**config.mk**
```make
export PLATFORM = sky130hd
export DESIGN_NAME = priority_encoder_pipe
export DESIGN_NICKNAME = d
export VERILOG_FILES = /design/src/rtl/priority_encoder_pipe.sv
export SDC_FILE = /design/constraint.sdc
export NUM_CORES = 1
export LEC_CHECK = 0
export ABC_AREA = 0
export CAP_MARGIN = 20
export CORE_MARGIN = 2
export CORE_UTILIZATION = 40
export DETAILED_ROUTE_END_ITERATION = 7
export PLACE_DENSITY = 0.75
export SLEW_MARGIN = 5
export SYNTH_ARGS = -nofsm -noshare
export SYNTH_HDL_FRONTEND = slang
export SYNTH_SLANG_ARGS = --single-unit
export TNS_END_PERCENT = 5
```
**constraint.sdc**
```tcl
create_clock -name clk_i -period 1.82 [get_ports clk_i]
set_clock_uncertainty 0.2 [all_clocks]
set_input_delay 0.546 -clock clk_i [delete_from_list [all_inputs] [get_ports clk_i]]
set_output_delay 0.546 -clock clk_i [all_outputs]
set_load 0.005 [all_outputs]
```
**src/rtl/priority_encoder_pipe.sv**
```systemverilog
// priority_encoder_pipe: two-stage pipelined two-sided priority encoder.
// Stage 1 reduces each SEG_WIDTH-bit segment to an any-bit flag plus local
// highest/lowest indices; stage 2 picks the outermost non-empty segments,
// forms the global indices and decodes the one-hot masks. Valid/ready on
// both sides, with full throughput and backpressure absorption of two words.
module priority_encoder_pipe #(
  parameter  int WIDTH     = 16,
  parameter  int SEG_WIDTH = 4,
  localparam int IDX_W     = $clog2(WIDTH),
  localparam int NSEG      = WIDTH / SEG_WIDTH
) (
  input  logic             clk_i,
  input  logic             rst_n_i,
  input  logic [WIDTH-1:0] data_i,
  input  logic             data_val_i,
  output logic             data_rdy_o,
  output logic [WIDTH-1:0] data_left_o,
  output logic [WIDTH-1:0] data_right_o,
  output logic [IDX_W-1:0] left_idx_o,
  output logic [IDX_W-1:0] right_idx_o,
  output logic             zero_o,
  output logic             data_val_o,
  input  logic             data_rdy_i
);

  // Local index storage is kept at least one bit wide; with one-bit segments
  // the local index is always zero.
  localparam int LW = (SEG_WIDTH > 1) ? $clog2(SEG_WIDTH) : 1;

  generate
    if (WIDTH < 2 || SEG_WIDTH < 1 || SEG_WIDTH > WIDTH || (WIDTH % SEG_WIDTH) != 0) begin : g_bad_param
      $error("priority_encoder_pipe: illegal WIDTH/SEG_WIDTH combination");
    end
  endgenerate

  logic s1_adv;
  logic s2_adv;
  logic s1_val;
  logic s2_val;

  logic [NSEG-1:0] seg_any;
  logic [LW-1:0]   seg_hi [NSEG];
  logic [LW-1:0]   seg_lo [NSEG];

  logic [NSEG-1:0] s1_any;
  logic [LW-1:0]   s1_hi [NSEG];
  logic [LW-1:0]   s1_lo [NSEG];

  logic [IDX_W-1:0] nxt_left_idx;
  logic [IDX_W-1:0] nxt_right_idx;
  logic [WIDTH-1:0] nxt_left;
  logic [WIDTH-1:0] nxt_right;
  logic             nxt_zero;

  // A stage may move when the stage after it can take its contents.
  assign s2_adv     = ~s2_val | data_rdy_i;
  assign s1_adv     = ~s1_val | s2_adv;
  assign data_rdy_o = rst_n_i & s1_adv;
  assign data_val_o = s2_val;

  // Per-segment reduction: any-bit flag, local highest and lowest set bit.
  always_comb begin
    for (int s = 0; s < NSEG; s++) begin
      seg_any[s] = 1'b0;
      seg_hi[s]  = '0;
      seg_lo[s]  = '0;
      for (int b = 0; b < SEG_WIDTH; b++) begin
        if (data_i[s*SEG_WIDTH + b]) begin
          seg_any[s] = 1'b1;
          seg_hi[s]  = LW'(b);
        end
      end
      for (int b = SEG_WIDTH - 1; b >= 0; b--) begin
        if (data_i[s*SEG_WIDTH + b]) begin
          seg_lo[s] = LW'(b);
        end
      end
    end
  end

  // Stage 1 register: loads on advance, clears valid on an upstream bubble.
  always_ff @(posedge clk_i or negedge rst_n_i) begin
    if (!rst_n_i) begin
      s1_val <= 1'b0;
      s1_any <= '0;
      for (int s = 0; s < NSEG; s++) begin
        s1_hi[s] <= '0;
        s1_lo[s] <= '0;
      end
    end else if (s1_adv) begin
      s1_val <= data_val_i;
      if (data_val_i) begin
        s1_any <= seg_any;
        for (int s = 0; s < NSEG; s++) begin
          s1_hi[s] <= seg_hi[s];
          s1_lo[s] <= seg_lo[s];
        end
      end
    end
  end

  // Segment selection: the last hit of the upward scan is the highest
  // non-empty segment, the last hit of the downward scan the lowest.
  always_comb begin
    nxt_left_idx  = '0;
    nxt_right_idx = '0;
    for (int s = 0; s < NSEG; s++) begin
      if (s1_any[s]) begin
        nxt_left_idx = IDX_W'(s*SEG_WIDTH + int'(s1_hi[s]));
      end
    end
    for (int s = NSEG - 1; s >= 0; s--) begin
      if (s1_any[s]) begin
        nxt_right_idx = IDX_W'(s*SEG_WIDTH + int'(s1_lo[s]));
      end
    end
    nxt_zero  = ~|s1_any;
    nxt_left  = nxt_zero ? '0 : (WIDTH'(1) << nxt_left_idx);
    nxt_right = nxt_zero ? '0 : (WIDTH'(1) << nxt_right_idx);
  end

  // Stage 2 / output register: holds everything while the consumer stalls.
  always_ff @(posedge clk_i or negedge rst_n_i) begin
    if (!rst_n_i) begin
      s2_val       <= 1'b0;
      data_left_o  <= '0;
      data_right_o <= '0;
      left_idx_o   <= '0;
      right_idx_o  <= '0;
      zero_o       <= 1'b0;
    end else if (s2_adv) begin
      s2_val <= s1_val;
      if (s1_val) begin
        data_left_o  <= nxt_left;
        data_right_o <= nxt_right;
        left_idx_o   <= nxt_left_idx;
        right_idx_o  <= nxt_right_idx;
        zero_o       <= nxt_zero;
      end
    end
  end

endmodule

```
### Word-level counts from Yosys, hierarchy flattened

Index checks and enable logic that the tools add are counted.

| storage, ports and cells | value |
|---|---|
| output and inout bits | 43 |
| word-level logic and storage cells | 87 |
| flip-flop bits (word level) | 63 |

| cells by class | value |
|---|---|
| reduce and logical (&&, ||, !) cells | 4 |
| bitwise operators | 5 |
| muxes and demuxes | 54 |
| shifts and indexed selects | 2 |
| $add $sub $neg | 6 |

Operators with widths:

| cell | count |
|---|---|
| $mux 2 | 25 |
| $mux 16 | 2 |
| $shl 1x4->16 const A | 2 |
| $mux 4 | 7 |
| $mux 1 | 20 |
| $add 4x2->4 const A | 4 |
| $add 3x2->4 const A | 2 |
| $reduce_and 2->1 | 2 |
| $reduce_or 4->1 | 1 |
| $not 1->1 | 2 |
| $or 1x1->1 | 2 |
| $and 1x1->1 | 1 |
| $logic_not 1->1 | 1 |

### Longest topological paths before layout

Gate-level depths: netlist of run 1.

| depth | value |
|---|---|
| word-level depth | 7 |
| gate-level depth with buffers | 6 |
| depth with buffers taken out | 4 |

### Worst setup path after synthesis of run 1

No wires, ideal clock.

| timing path | value |
|---|---|
| path type | input to register |
| start point | in data_rdy_i |
| end point | reg data_left_o[4] |
| stages | 5 |
| data arrival time | 1.469 ns |
| library setup time | 0.122 ns |
| path slack | 0.030 ns |
| cells stage by stage | nand2b_1 -> and2_1 -> buf_2 -> and3_1 -> a32o_1 |

| between the ends | value |
|---|---|
| cells in the longest elaborated chain, start to end | 2 |

RTL lines:

| item | RTL line | RTL |
|---|---|---|
| start: declaration | 23 | `input logic data_rdy_i` |
| $or 1x1->1 | 56 | `assign s2_adv = ~s2_val \| data_rdy_i;` |
| $reduce_and 2->1 (no source line) | n/a |  |
| end signal: assignment | 134 | `data_left_o <= nxt_left;` |
| end: declaration | 17 | `output logic [WIDTH-1:0] data_left_o,` |

No other way between the ends.
A chain may end at the register's enable or synchronous reset.

### Final worst setup path of run 1

| timing path | value |
|---|---|
| start point | in data_rdy_i |
| end point | out data_rdy_o |

| between the ends | value |
|---|---|
| cells in the longest elaborated chain, start to end | 3 |

RTL lines:

| item | RTL line | RTL |
|---|---|---|
| $or 1x1->1 | 56 |  |
| $or 1x1->1 | 57 | `assign s1_adv = ~s1_val \| s2_adv;` |
| $and 1x1->1 | 58 | `assign data_rdy_o = rst_n_i & s1_adv;` |
| end: declaration | 16 | `output logic data_rdy_o,` |

No other way between the ends.

==> summary.md, run 1 <==
In the final layout, the multi-input gates occupy 0.00104 mm2. Along the worst path, the maximum fanout reaches 2. The detail route stage leaves a number of antenna-violating nets equal to 0.

After filler insertion, the fill cell instance count of the layout stands at 583. The max-slew headroom at the worst pin was 48.2%; the I/O pin count was 63. The floorplan step set the die width to 86.3 um. In this run the mean area of a mapped cell was 10.6 um2. Derived from the worst setup path, the maximum achievable clock frequency is 0.549 GHz. The routed design uses 2.88 mm of met2 wire. Of the available clock period, the critical path in the final layout requires 100%.

The tool flagged a number of max-cap violations equal to 0. The most frequently used flop master after synthesis is dfrtp_1. The fraction of layout instances using a drive strength above 1 was 17.0%; the average vias per placed instance was 5.38. Sorting the synthesized cells by area gives the leading types as dfrtp_1 58%, nand2_1 6.8%, a32o_1 5.9%. The detail-routed net length per standard cell came out at 14.5 um. The site row count was 29; the utilization after layout was 57.9%.

Setup repair after global routing could not meet its margin everywhere. For the number of buffers between clock root and the deepest sink, the log shows 2. After detailed routing, the wire length on met1 is 2.85 mm.

The top cell types in the final layout, fill and taps aside, are 62 x dfrtp_1, 49 x nand2_1, 41 x dlygate4sd2_1. The number of hold violations in the final report was 0. The number of flops mapped to enable cells by yosys works out to 0. The worst setup path is of the in2out kind. The run gives 9 as the total clock buffers created by CTS. The starting density of the core came out at 41.9%. The detailed router used layers up to and including met4. For the worst-skew pair, the clock arrives at the later sink with an insertion delay of 0.33 ns. The tightest min-delay check is of the in2async type.

The top-area cell type share of the netlist area was 58.3%. The number of nets in the synthesized netlist is 275. Entering global routing, the biggest net connects 64 pins. In this run, the number of DRC markers left after iteration 0 of detailed routing was 134. The run gives 0 as the hold buffer count at CTS. Sequential cells were found to cover 58.3% of the synthesized design area. The register bit count reported by yosys came out at 63. The run finished, with violations left.

Synthesis instantiated 33 different standard cells from the library. At the worst endpoint, the arrival time is 1.08 ns. TritonCTS built the clock tree. Hold is met by 0.170 ns.

The placer's final routability congestion estimate is 0.819. For this block, the via count after detailed routing is 2,253. For this run, the number of Yosys warnings is 0.

The H-tree level count is 3. The cell taking the most area after synthesis was dfrtp_1. The logs give 0.00646 mm2 for the area of the core and 6.06 mm for the final wirelength. For this design the static power due to leakage is 1.79 nW.

The tools report the post-detailed-route DRC marker count as 0. Synthesis produced 255 cells. For the initial antenna violation count, the log shows 0.

The count of TritonRoute iterations in the first routing pass is 4, and the total half-perimeter wirelength after legalization and detailed placement is 4.33 mm. The worst setup timing slack at the placement stage was -0.699 ns; the layout-stage area growth over the synthesis result was 38.2%. Buffers placed on the I/O ports in this run total 62.

Summing every instance area after synthesis gives 0.00271 mm2. The run gives 0 as the number of diodes. The smallest clock period supported by the final layout is computed as 1.82 ns. The tools report the remaining global-route overflow as 0.

The run gives 0 as the final-report max-slew violation count. The count of endpoints failing setup in the final report is 1, and the final setup slack of the worst path is -0.00158 ns. For the via count of the first global-routing pass, the log shows 2,041.

Global routing used 17.1% of the available tracks across all layers. Of all flip-flops after synthesis, the portion carrying an async set or reset was 100%. The worst register-to-register path has a setup slack of 0.10 ns. Clock-pin slew was measured on the worst setup and hold paths at 0.07 ns.

Adding up every negative setup slack in the final design gives -0.00158 ns. The startpoint type of the worst setup path is an input pin. The met3 wire length is 225 um, and the area of all sequential standard cells is 0.00158 mm2. The run gives 0.00744 mm2 as the total die area. At the pin with the least slew margin, the transition time is 0.777 ns.

Leaving out fill and tap cells, the most frequent cell in the layout is dfrtp_1. The first global-routing pass estimated 9.86 mm of wire. The total power density per cell area works out to 964 mW/mm2. The worst-case IR drop observed on VDD is 0.519 mV. Element type at the critical path end: an output port.

The floorplan step set the die height to 86.3 um. Root buffer cell: clkbuf_8. The final layout contains 358 nets.

The final reports fail on negative setup slack. For the worst setup path, the data required time is 1.07 ns. CTS sink count: 63.
Yosys cell counts, types with 3 or more instances:
cell type / number
a21oi_1: 10
a32o_1: 16
and2_1: 4
and3_1: 3
buf_2: 4
clkbuf_1: 8
dfrtp_1: 63
inv_1: 4
nand2_1: 49
nand2b_1: 3
nand3b_1: 4
nor2_1: 10
nor2b_1: 4
nor4_1: 4
o21ai_0: 12
o21ai_1: 21
o31ai_1: 5
o41ai_1: 5
layer usage:
metal | vias up | global-route usage (%)
met2 | 45 | 26.1
met1 | 1098 | 23.3
met5 | - | 0
met4 | 0 | 7.67
met3 | 8 | 4.19
li1 | 1102 | -
sequential cells by signal, indices dropped and copies added, names as in the netlist:
register / count
s1_lo: 8
right_idx_o: 4
left_idx_o: 4
s1_any: 4
data_val_o: 1
s1_val: 1
data_right_o: 16
zero_o: 1
data_left_o: 16
s1_hi: 8
stage by stage:
stage,total power [W],instance area (um2),cells
3_5_place_dp,0.00260,3600,404
6_report,0.00360,3740,419
4_1_cts,0.00363,3730,419
5_1_grt,0.00380,3740,419
2_1_floorplan,0.00210,2710,255
3_3_place_gp,0.00258,3600,404
cells by family after synthesis:
logic type,count (synthesis),synth area share (%)
compound gates,86,22.7
buf+inv,20,3.79
flops,63,58.3
simple gates,86,15.2
cell type report:
class                   instances  area share (%)
flip-flops and latches         63            42.2
multi-input cells             172            27.7
repair buffers                 88            22.2
clock buffers                  12            4.42
well taps                      77            2.58
clock inverters                 3           0.468
inverters                       4           0.401
critical path: stages:
cell and delay, ns:
buf_6 0.09, nand3b_1 0.17, and2_1 0.15, buf_2 0.12
report_power, final:
group | internal (W) | switching [W]
sequential | 0.00157 | 0.000109
combinational | 0.000406 | 0.000420
clock | 0.000593 | 0.000510
total | 0.00257 | 0.00104
worst paths after layout:
| path | from | to | cells past startpoint |
|---|---|---|---|
| worst max-delay path | data_rdy_i | data_rdy_o | 4 |
| worst min-delay path | rst_n_i | data_left_o[8] | 2 |
| worst max register to register | s1_any[2] | data_left_o[3] | 6 |
| worst min register to register | data_right_o[10] | data_right_o[10] | 2 |
| max in group asynchronous | rst_n_i | s1_any[2] | 2 |
| min in group clk_i | data_right_o[10] | data_right_o[10] | 2 |
repair_timing:
| action | CTS | global route |
|---|---|---|
| endpoints found under the setup margin | 54 | 26 |
| buffers inserted | 0 | 0 |
| pin swaps | 1 | 0 |
| resized for setup | 51 | 5 |
Note: power is estimated with default switching activity, not from simulation.
==> run 2: changes to the inputs <==
--- a/config.mk
+++ b/config.mk
@@ -6,11 +6,14 @@
 export NUM_CORES = 1
 export LEC_CHECK = 0
 export ABC_AREA = 0
+export ABC_CLOCK_PERIOD_IN_PS = 1820
 export CAP_MARGIN = 20
+export CELL_PAD_IN_SITES_DETAIL_PLACEMENT = 2
+export CELL_PAD_IN_SITES_GLOBAL_PLACEMENT = 2
 export CORE_MARGIN = 2
-export CORE_UTILIZATION = 40
+export CORE_UTILIZATION = 31
 export DETAILED_ROUTE_END_ITERATION = 7
-export PLACE_DENSITY = 0.75
+export PLACE_DENSITY = 0.88
 export SLEW_MARGIN = 5
 export SYNTH_ARGS = -nofsm -noshare
 export SYNTH_HDL_FRONTEND = slang
==> constraint.sdc (replaced) <==
create_clock -name clk_i -period 1.82 [get_ports clk_i]
set_clock_uncertainty 0.2 [all_clocks]
set_input_delay 0.546 -clock clk_i [delete_from_list [all_inputs] [get_ports clk_i]]
set_output_delay 0.546 -clock clk_i [all_outputs]
set_load 0.01 [all_outputs]
==> run 2 against run 1 <==
Effect of this change:
- the flow still finishes with violations (negative setup slack)
- utilization shrank 14 points
- power rose by 12%
- worst setup slack got worse by 0.040 ns
- maximum frequency down 2.1%
- non-clock buffer count unchanged
- critical path depth unchanged
- die area is 28% higher
- largest cell class unchanged
- largest power group unchanged
- highest routed layer unchanged
==> summary.md, run 2 (synthesis results as in run 1) <==
The detail-routed net length per standard cell was 20.0 um (was 14.5 um). The switching power share of the total works out to 30.7% (was 28.8%). The logs give 0 (unchanged) for the final-report max-slew violation count and -0.0411 ns (was -0.00158 ns) for the final setup slack of the worst path. Most frequent cells in the layout: 61 x dfrtp_1, 49 x nand2_1, 38 x dlygate4sd2_1 (was 62 x dfrtp_1, 49 x nand2_1, 41 x dlygate4sd2_1).

The depth of the worst register-to-register path was 4 (was 6); the layout-stage area growth over the synthesis result was 39.5% (was 38.2%). The first-pass GRT wire length is 14.7 mm (was 9.86 mm), and the H-tree level count is 3 (unchanged). For the required time at the endpoint of the critical path, the log shows 1.07 ns (about the same). The tools report the number of violations reported at the end of detailed-routing iteration 0 as 51 (was 134).

Setup repair after global routing could not meet its margin everywhere. For the count of TritonRoute iterations in the first routing pass, the log shows 4 (unchanged). The total die area was 0.00949 mm2 (was 0.00744 mm2); the minimum period implied by the final worst setup slack was 1.86 ns (was 1.82 ns). The hold buffer count at CTS is 0 (unchanged), and the multi-input combinational cell area is 0.00104 mm2 (about the same). The data arrival at the endpoint of the critical path was 1.12 ns (was 1.08 ns); the count of port buffers added during placement was 62 (unchanged). Via count of the first global-routing pass: 2,690 (was 2,041). Area of the core: 0.00859 mm2 (was 0.00646 mm2). Placer's final routability congestion estimate: 0.750 (was 0.819).

Starting density of the core: 31.5% (was 41.9%). The run gives 35.4% (was 30.6%) as the clock network power share. The number of maximum-capacitance violations came out at 0 (unchanged). The final period utilization came out at 102% (was 100%).

The logs give 42.1% (was 46.5%) for the sequential share of power and 0 (unchanged) for the antenna violation net count after detailed routing. The tools report the element type at the critical path end as an output port (unchanged). For the worst reg-to-reg setup slack, the log shows -0.03 ns (was 0.10 ns). The family with the most delay on the worst path is simple AND/OR/NAND/NOR gates (unchanged). The accumulated negative setup slack was -0.0831 ns (was -0.00158 ns).

Startpoint-to-endpoint class of the critical path: in2out (unchanged). The logic gate share of total power came out at 22.4% (was 22.9%). Violated checks: negative setup slack (unchanged).

The path class of the lowest-slack min-delay path was in2async (unchanged). The master of the slowest instance on the critical path was nand3b_1 (unchanged). The logs give 913 (was 583) for the number of inserted filler cells in the final layout and 0.394 mV (was 0.519 mV) for the maximum ir drop on the vdd rail. The total power density per cell area is 1070 mW/mm2 (was 964 mW/mm2). Cells traversed along the worst timing path: buf_2 -> nand3b_1 -> and2_1 -> buf_2 (was buf_6 -> nand3b_1 -> and2_1 -> buf_2).

Largest registers in the final layout: data_left_o: 16 flops, data_right_o: 16 flops (unchanged). The largest net degree at the start of global routing was 64 (unchanged). The logs give 2 (unchanged) for the number of buffers between clock root and the deepest sink and 0.00158 mm2 (about the same) for the area of all sequential standard cells. The peak per-stage delay on the critical path was 0.17 ns (about the same). TritonCTS built the clock tree. The run gives 0.34 ns (was 0.33 ns) as the worst-skew pair later-pin latency. The fraction of layout instances using a drive strength above 1 came out at 18.4% (was 17.0%). The utilization after layout was 43.9% (was 57.9%); the initial antenna violation count was 0 (unchanged). The number of diodes is 0 (unchanged), and the total clock buffers created by CTS is 9 (unchanged). The root buffer cell is clkbuf_8 (unchanged). The source of the worst register-to-register timing path was s1_any[1] (was s1_any[2]). The largest fanout of any net on the critical path works out to 2 (unchanged).

The global-route total usage across every layer was 19.9% (was 17.1%). For the count of endpoints failing setup in the final report, the log shows 5 (was 1). Counting stages on the worst path, the most repeated cell is buf_2. The die span in y was 97.4 um (was 86.3 um). The total half-perimeter wirelength after legalization and detailed placement was 5.94 mm (was 4.33 mm).

The worst hold margin came out at 0.272 ns (was 0.170 ns). The power dissipated by switching net loads was 0.00124 W (was 0.00104 W); the routed via count was 2,403 (was 2,253). Highest achievable clock rate: 0.537 GHz (was 0.549 GHz). The run finished, with violations left. The die outline width was 97.4 um (was 86.3 um); the I/O pin count was 63 (unchanged).

The final wirelength is 9.03 mm (was 6.06 mm), and the combined buffer and inverter count along the critical path is 2 (unchanged). The CTS sink count is 63 (unchanged). For the number of hold violations in the final report, the log shows 0 (unchanged). The max-slew headroom at the worst pin came out at 47.5% (was 48.2%). The run gives 1.79 nW (about the same) as the leakage component of the power. The tools report the startpoint type of the worst setup path as an input pin (unchanged). The site row count was 34 (was 29). The remaining global-route overflow is 0 (unchanged), and the slew at the pin closest to its max-slew limit is 0.788 ns (was 0.777 ns). Final-stage net count: 358 (unchanged). The post-detailed-route DRC marker count is 0 (unchanged). Capture instance of the worst register-to-register path: data_left_o[0] (was data_left_o[3]). The clock slew seen by the registers of the worst setup and hold paths is 0.08 ns (was 0.07 ns), and the average vias per placed instance is 5.33 (was 5.38). The most common cell after layout, fill and taps aside was dfrtp_1 (unchanged).

The internal power component is 0.00280 W (was 0.00257 W).
## run 2: changes by cell type in the layout (fill, tap and decap cells not counted), sizes merged
| cell | delta |
|---|---|
| clkinvlp | +1 |
| buf | +1 |
| clkbuf | -1 |
| clkinv | -1 |
| clkdlybuf4s15 | +2 |
| dlygate4sd2 | -3 |
| bufinv | +2 |
## run 2: routing by layer
metal	GRT usage (%)	up-vias	wire length [um]
met1	23.3	1219	3760
li1	-	1094	-
met5	0	-	0
met4	10.1	0	256
met2	35.5	67	4710
met3	2.73	23	309
## run 2: worst max path at each step
stage | start | endpoint | depth (start not counted)
after global placement | data_rdy_i | data_rdy_o | 4
after floorplan | data_rdy_i | data_left_o[4] | 5
final | data_rdy_i | data_rdy_o | 4
after global routing | data_val_o | data_rdy_o | 3
after detailed placement | data_rdy_i | data_rdy_o | 4
after CTS | data_val_o | data_rdy_o | 3
## run 2: what timing repair did
action | CTS | global route
pin swaps | 2 | 2
resized for setup | 59 | 5
setup endpoints to repair | 84 | 25
setup buffers | 1 | 0
cloned | 0 | 0
hold endpoints to repair | 0 | 0
## run 2: power groups by stage
stage / sequential, W / combinational (W) / clock [W]
2_1_floorplan: 0.00173 / 0.000410 / 0
3_3_place_gp: 0.00171 / 0.000901 / 0
3_5_place_dp: 0.00172 / 0.000946 / 0
4_1_cts: 0.00170 / 0.000909 / 0.00145
5_1_grt: 0.00172 / 0.000990 / 0.00151
6_report: 0.00170 / 0.000906 / 0.00143
## run 2: final cells by class
class                   count  share of cell area (%)
clock buffers              11                    4.01
repair buffers             88                    20.6
inverters                   4                   0.398
well taps                 108                    3.58
clock inverters             5                    2.12
multi-input cells         172                    27.5
flip-flops and latches     63                    41.8
## run 2: per-stage QoR
stage	instances	cell area, um2	worst slack, ns	total power [W]
floorplan	255	2710	0.0294	0.00214
global placement	434	3580	-0.703	0.00261
detailed placement	434	3580	-0.754	0.00267
CTS	451	3770	-0.0490	0.00406
global route	451	3780	-0.105	0.00422
finish	451	3780	-0.0411	0.00404
==> run 3: changes to the inputs <==
--- a/config.mk
+++ b/config.mk
@@ -10,10 +10,10 @@
 export CAP_MARGIN = 20
 export CELL_PAD_IN_SITES_DETAIL_PLACEMENT = 2
 export CELL_PAD_IN_SITES_GLOBAL_PLACEMENT = 2
-export CORE_MARGIN = 2
+export CORE_MARGIN = 8
 export CORE_UTILIZATION = 31
 export DETAILED_ROUTE_END_ITERATION = 7
-export PLACE_DENSITY = 0.88
+export PLACE_DENSITY = 0.84
 export SLEW_MARGIN = 5
 export SYNTH_ARGS = -nofsm -noshare
 export SYNTH_HDL_FRONTEND = slang
==> run 3 against run 2 <==
Effect of this change:
- the run still ends with negative setup slack left
- first-iteration DRC count unchanged
- cell count up 0.89%
- count of clock-buffer cells in the layout grew 1
- global-route usage down 4.9 points
- largest power group unchanged
- highest routed layer unchanged
==> summary.md, run 3 (synthesis results as in run 1) <==
Master of the slowest instance on the critical path: nand3b_1 (unchanged). The first-pass GRT wire length is 13.8 mm (was 14.7 mm). The run gives 0.339 mV (was 0.394 mV) as the maximum ir drop on the vdd rail. The worst-skew pair later-pin latency is 0.34 ns (about the same), and the highest achievable clock rate is 0.516 GHz (was 0.537 GHz). The final period utilization is 106% (was 102%), and the largest net degree at the start of global routing is 64 (unchanged). The count of TritonRoute iterations in the first routing pass came out at 4 (unchanged).

The path class of the lowest-slack min-delay path was in2async (unchanged). Largest registers in the final layout: data_left_o: 16 flops, data_right_o: 16 flops (unchanged). The slew at the pin closest to its max-slew limit was 0.798 ns (was 0.788 ns).

The tools report the data arrival at the endpoint of the critical path as 1.19 ns (was 1.12 ns). The critical path depth was 4 (unchanged); the number of standard cells in the layout, taps in and fillers out was 455 (was 451). The count of endpoints failing setup in the final report was 4 (was 5). The tools report the starting density of the core as 31.5% (unchanged).

The CTS sink count is 63 (unchanged), and the global-route total usage across every layer is 15.0% (was 19.9%). The number of violations reported at the end of detailed-routing iteration 0 came out at 51 (unchanged). Most common cell after layout, fill and taps aside: dfrtp_1 (unchanged).

For the antenna violation net count after detailed routing, the log shows 0 (unchanged). The run gives 440 (was 434) as the count of placed standard cells including taps. The startpoint-to-endpoint class of the critical path was in2out (unchanged). The die outline width works out to 109 um (was 97.4 um). The family with the most delay on the worst path is simple AND/OR/NAND/NOR gates (unchanged). The count of port buffers added during placement works out to 62 (unchanged). The run finished, with violations left.

The die span in y is 109 um (was 97.4 um). TritonCTS built the clock tree. The number of setup buffers added after CTS came out at 0 (was 1). The largest fanout of any net on the critical path was 2 (unchanged). The total power density per cell area is 989 mW/mm2 (was 1070 mW/mm2), and the required time at the endpoint of the critical path is 1.07 ns (about the same). The run gives 0 (unchanged) as the number of diodes. The I/O pin count was 63 (unchanged); the average vias per placed instance was 5.14 (was 5.33).

The logs give 0 (unchanged) for the initial antenna violation count and -0.117 ns (was -0.0411 ns) for the final setup slack of the worst path. The utilization after layout is 44.3% (was 43.9%). The run gives 6.30 mm (was 5.94 mm) as the total half-perimeter wirelength after legalization and detailed placement. The run gives -0.800 ns (was -0.754 ns) as the worst setup timing slack at the placement stage.

The tools report the number of buffers between clock root and the deepest sink as 2 (unchanged). Violated checks: negative setup slack (unchanged). The number of maximum-capacitance violations was 0 (unchanged).

The fraction of layout instances using a drive strength above 1 is 20.2% (was 18.4%). The run gives 1.80 nW (was 1.79 nW) as the leakage component of the power. Cells traversed along the worst timing path: buf_2 -> nand3b_1 -> and2_4 -> buf_6 (was buf_2 -> nand3b_1 -> and2_1 -> buf_2).

The peak per-stage delay on the critical path was 0.22 ns (was 0.17 ns); the layout-stage area growth over the synthesis result was 40.6% (was 39.5%). For the H-tree level count, the log shows 3 (unchanged). The depth of the worst register-to-register path came out at 6 (was 4).

The run gives 2,585 (was 2,690) as the via count of the first global-routing pass. The tools report the element type at the critical path end as an output port (unchanged). The total clock buffers created by CTS is 9 (unchanged). The remaining global-route overflow is 0 (unchanged), and the worst hold margin is 0.187 ns (was 0.272 ns). For the max-slew headroom at the worst pin, the log shows 46.8% (was 47.5%). The root buffer cell was clkbuf_8 (unchanged). The clock slew seen by the registers of the worst setup and hold paths was 0.07 ns (was 0.08 ns); the final-stage net count was 363 (was 358). The worst reg-to-reg setup slack was -0.01 ns (was -0.03 ns); the detail-routed net length per standard cell was 19.1 um (was 20.0 um).

The number of hold violations in the final report was 0 (unchanged); the sum of internal, switching and leakage power was 0.00376 W (was 0.00404 W). Placer's final routability congestion estimate: 0.723 (was 0.750). Most frequent cells in the layout: 61 x dfrtp_1, 49 x nand2_1, 39 x dlygate4sd2_1 (was 61 x dfrtp_1, 49 x nand2_1, 38 x dlygate4sd2_1). Startpoint type of the worst setup path: an input pin (unchanged). The area of the core came out at 0.00859 mm2 (unchanged). The tools report the final-report max-slew violation count as 0 (unchanged). The logs give 34 (unchanged) for the site row count and 0.0120 mm2 (was 0.00949 mm2) for the total die area. The post-detailed-route DRC marker count is 0 (unchanged), and the minimum period implied by the final worst setup slack is 1.94 ns (was 1.86 ns). For the routed via count, the log shows 2,338 (was 2,403). The combined buffer and inverter count along the critical path is 2 (unchanged). Setup repair after global routing could not meet its margin everywhere.

The final wirelength is 8.70 mm (was 9.03 mm).
## run 3: cell types whose count changed in the layout (fill, tap and decap cells not counted), moves of 2 or more
| cell | delta |
|---|---|
| bufinv_16 | -2 |
| a22oi_1 | -2 |
| buf_4 | +5 |
| a32o_1 | +2 |
| a32o_2 | -2 |
| a22oi_2 | +2 |
## run 3: final timing paths
kind | startpoint | endpoint
setup reg to reg | s1_any[2] | data_left_o[14]
min in group clk_i | data_right_o[7] | data_right_o[7]
max in group asynchronous | rst_n_i | s1_any[1]
setup / recovery | data_rdy_i | data_rdy_o
hold reg to reg | data_right_o[7] | data_right_o[7]
hold / removal | rst_n_i | s1_lo[1]
## run 3: through the flow
step                      instance area [um2]  TNS (ns)
after global placement                   3630    -16.02
after floorplan                          2710         0
after detailed placement                 3630    -20.96
after CTS                                3770    -0.104
final                                    3800    -0.136
after global routing                     3800     -1.42
## run 3: power breakdown
group | leakage [nW] | total, W | switching [W] | internal [W]
Sequential | 0.814 | 0.00169 | 0.000128 | 0.00157
Combinational | 0.893 | 0.000946 | 0.000525 | 0.000421
Clock | 0.0942 | 0.00112 | 0.000527 | 0.000593
## run 3: cell type report
cell class | instances | area [um2]
fill | 895 | 4790
sequential | 63 | 1580
multi-input combinational | 172 | 1070
timing repair buffer | 93 | 820
clock buffer | 12 | 165
tap | 108 | 135
clock inverter | 3 | 17.5
inverter | 4 | 15.0
## run 3: routing by layer
metal | share of wire, % | wire length, um | global-route usage [%]
met1 | 41 | 3550 | 17.2
met2 | 53 | 4600 | 26.5
met3 | 4.9 | 422 | 4.04
met4 | 1.4 | 121 | 5.21
met5 | 0 | 0 | 0
## run 3: timing repair
item / in CTS / in global routing
endpoints found under the hold margin: 0 / 0
endpoints found under the setup margin: 83 / 34
gates resized for setup: 61 / 10
hold buffers: 0 / 0
pin swaps: 3 / 5
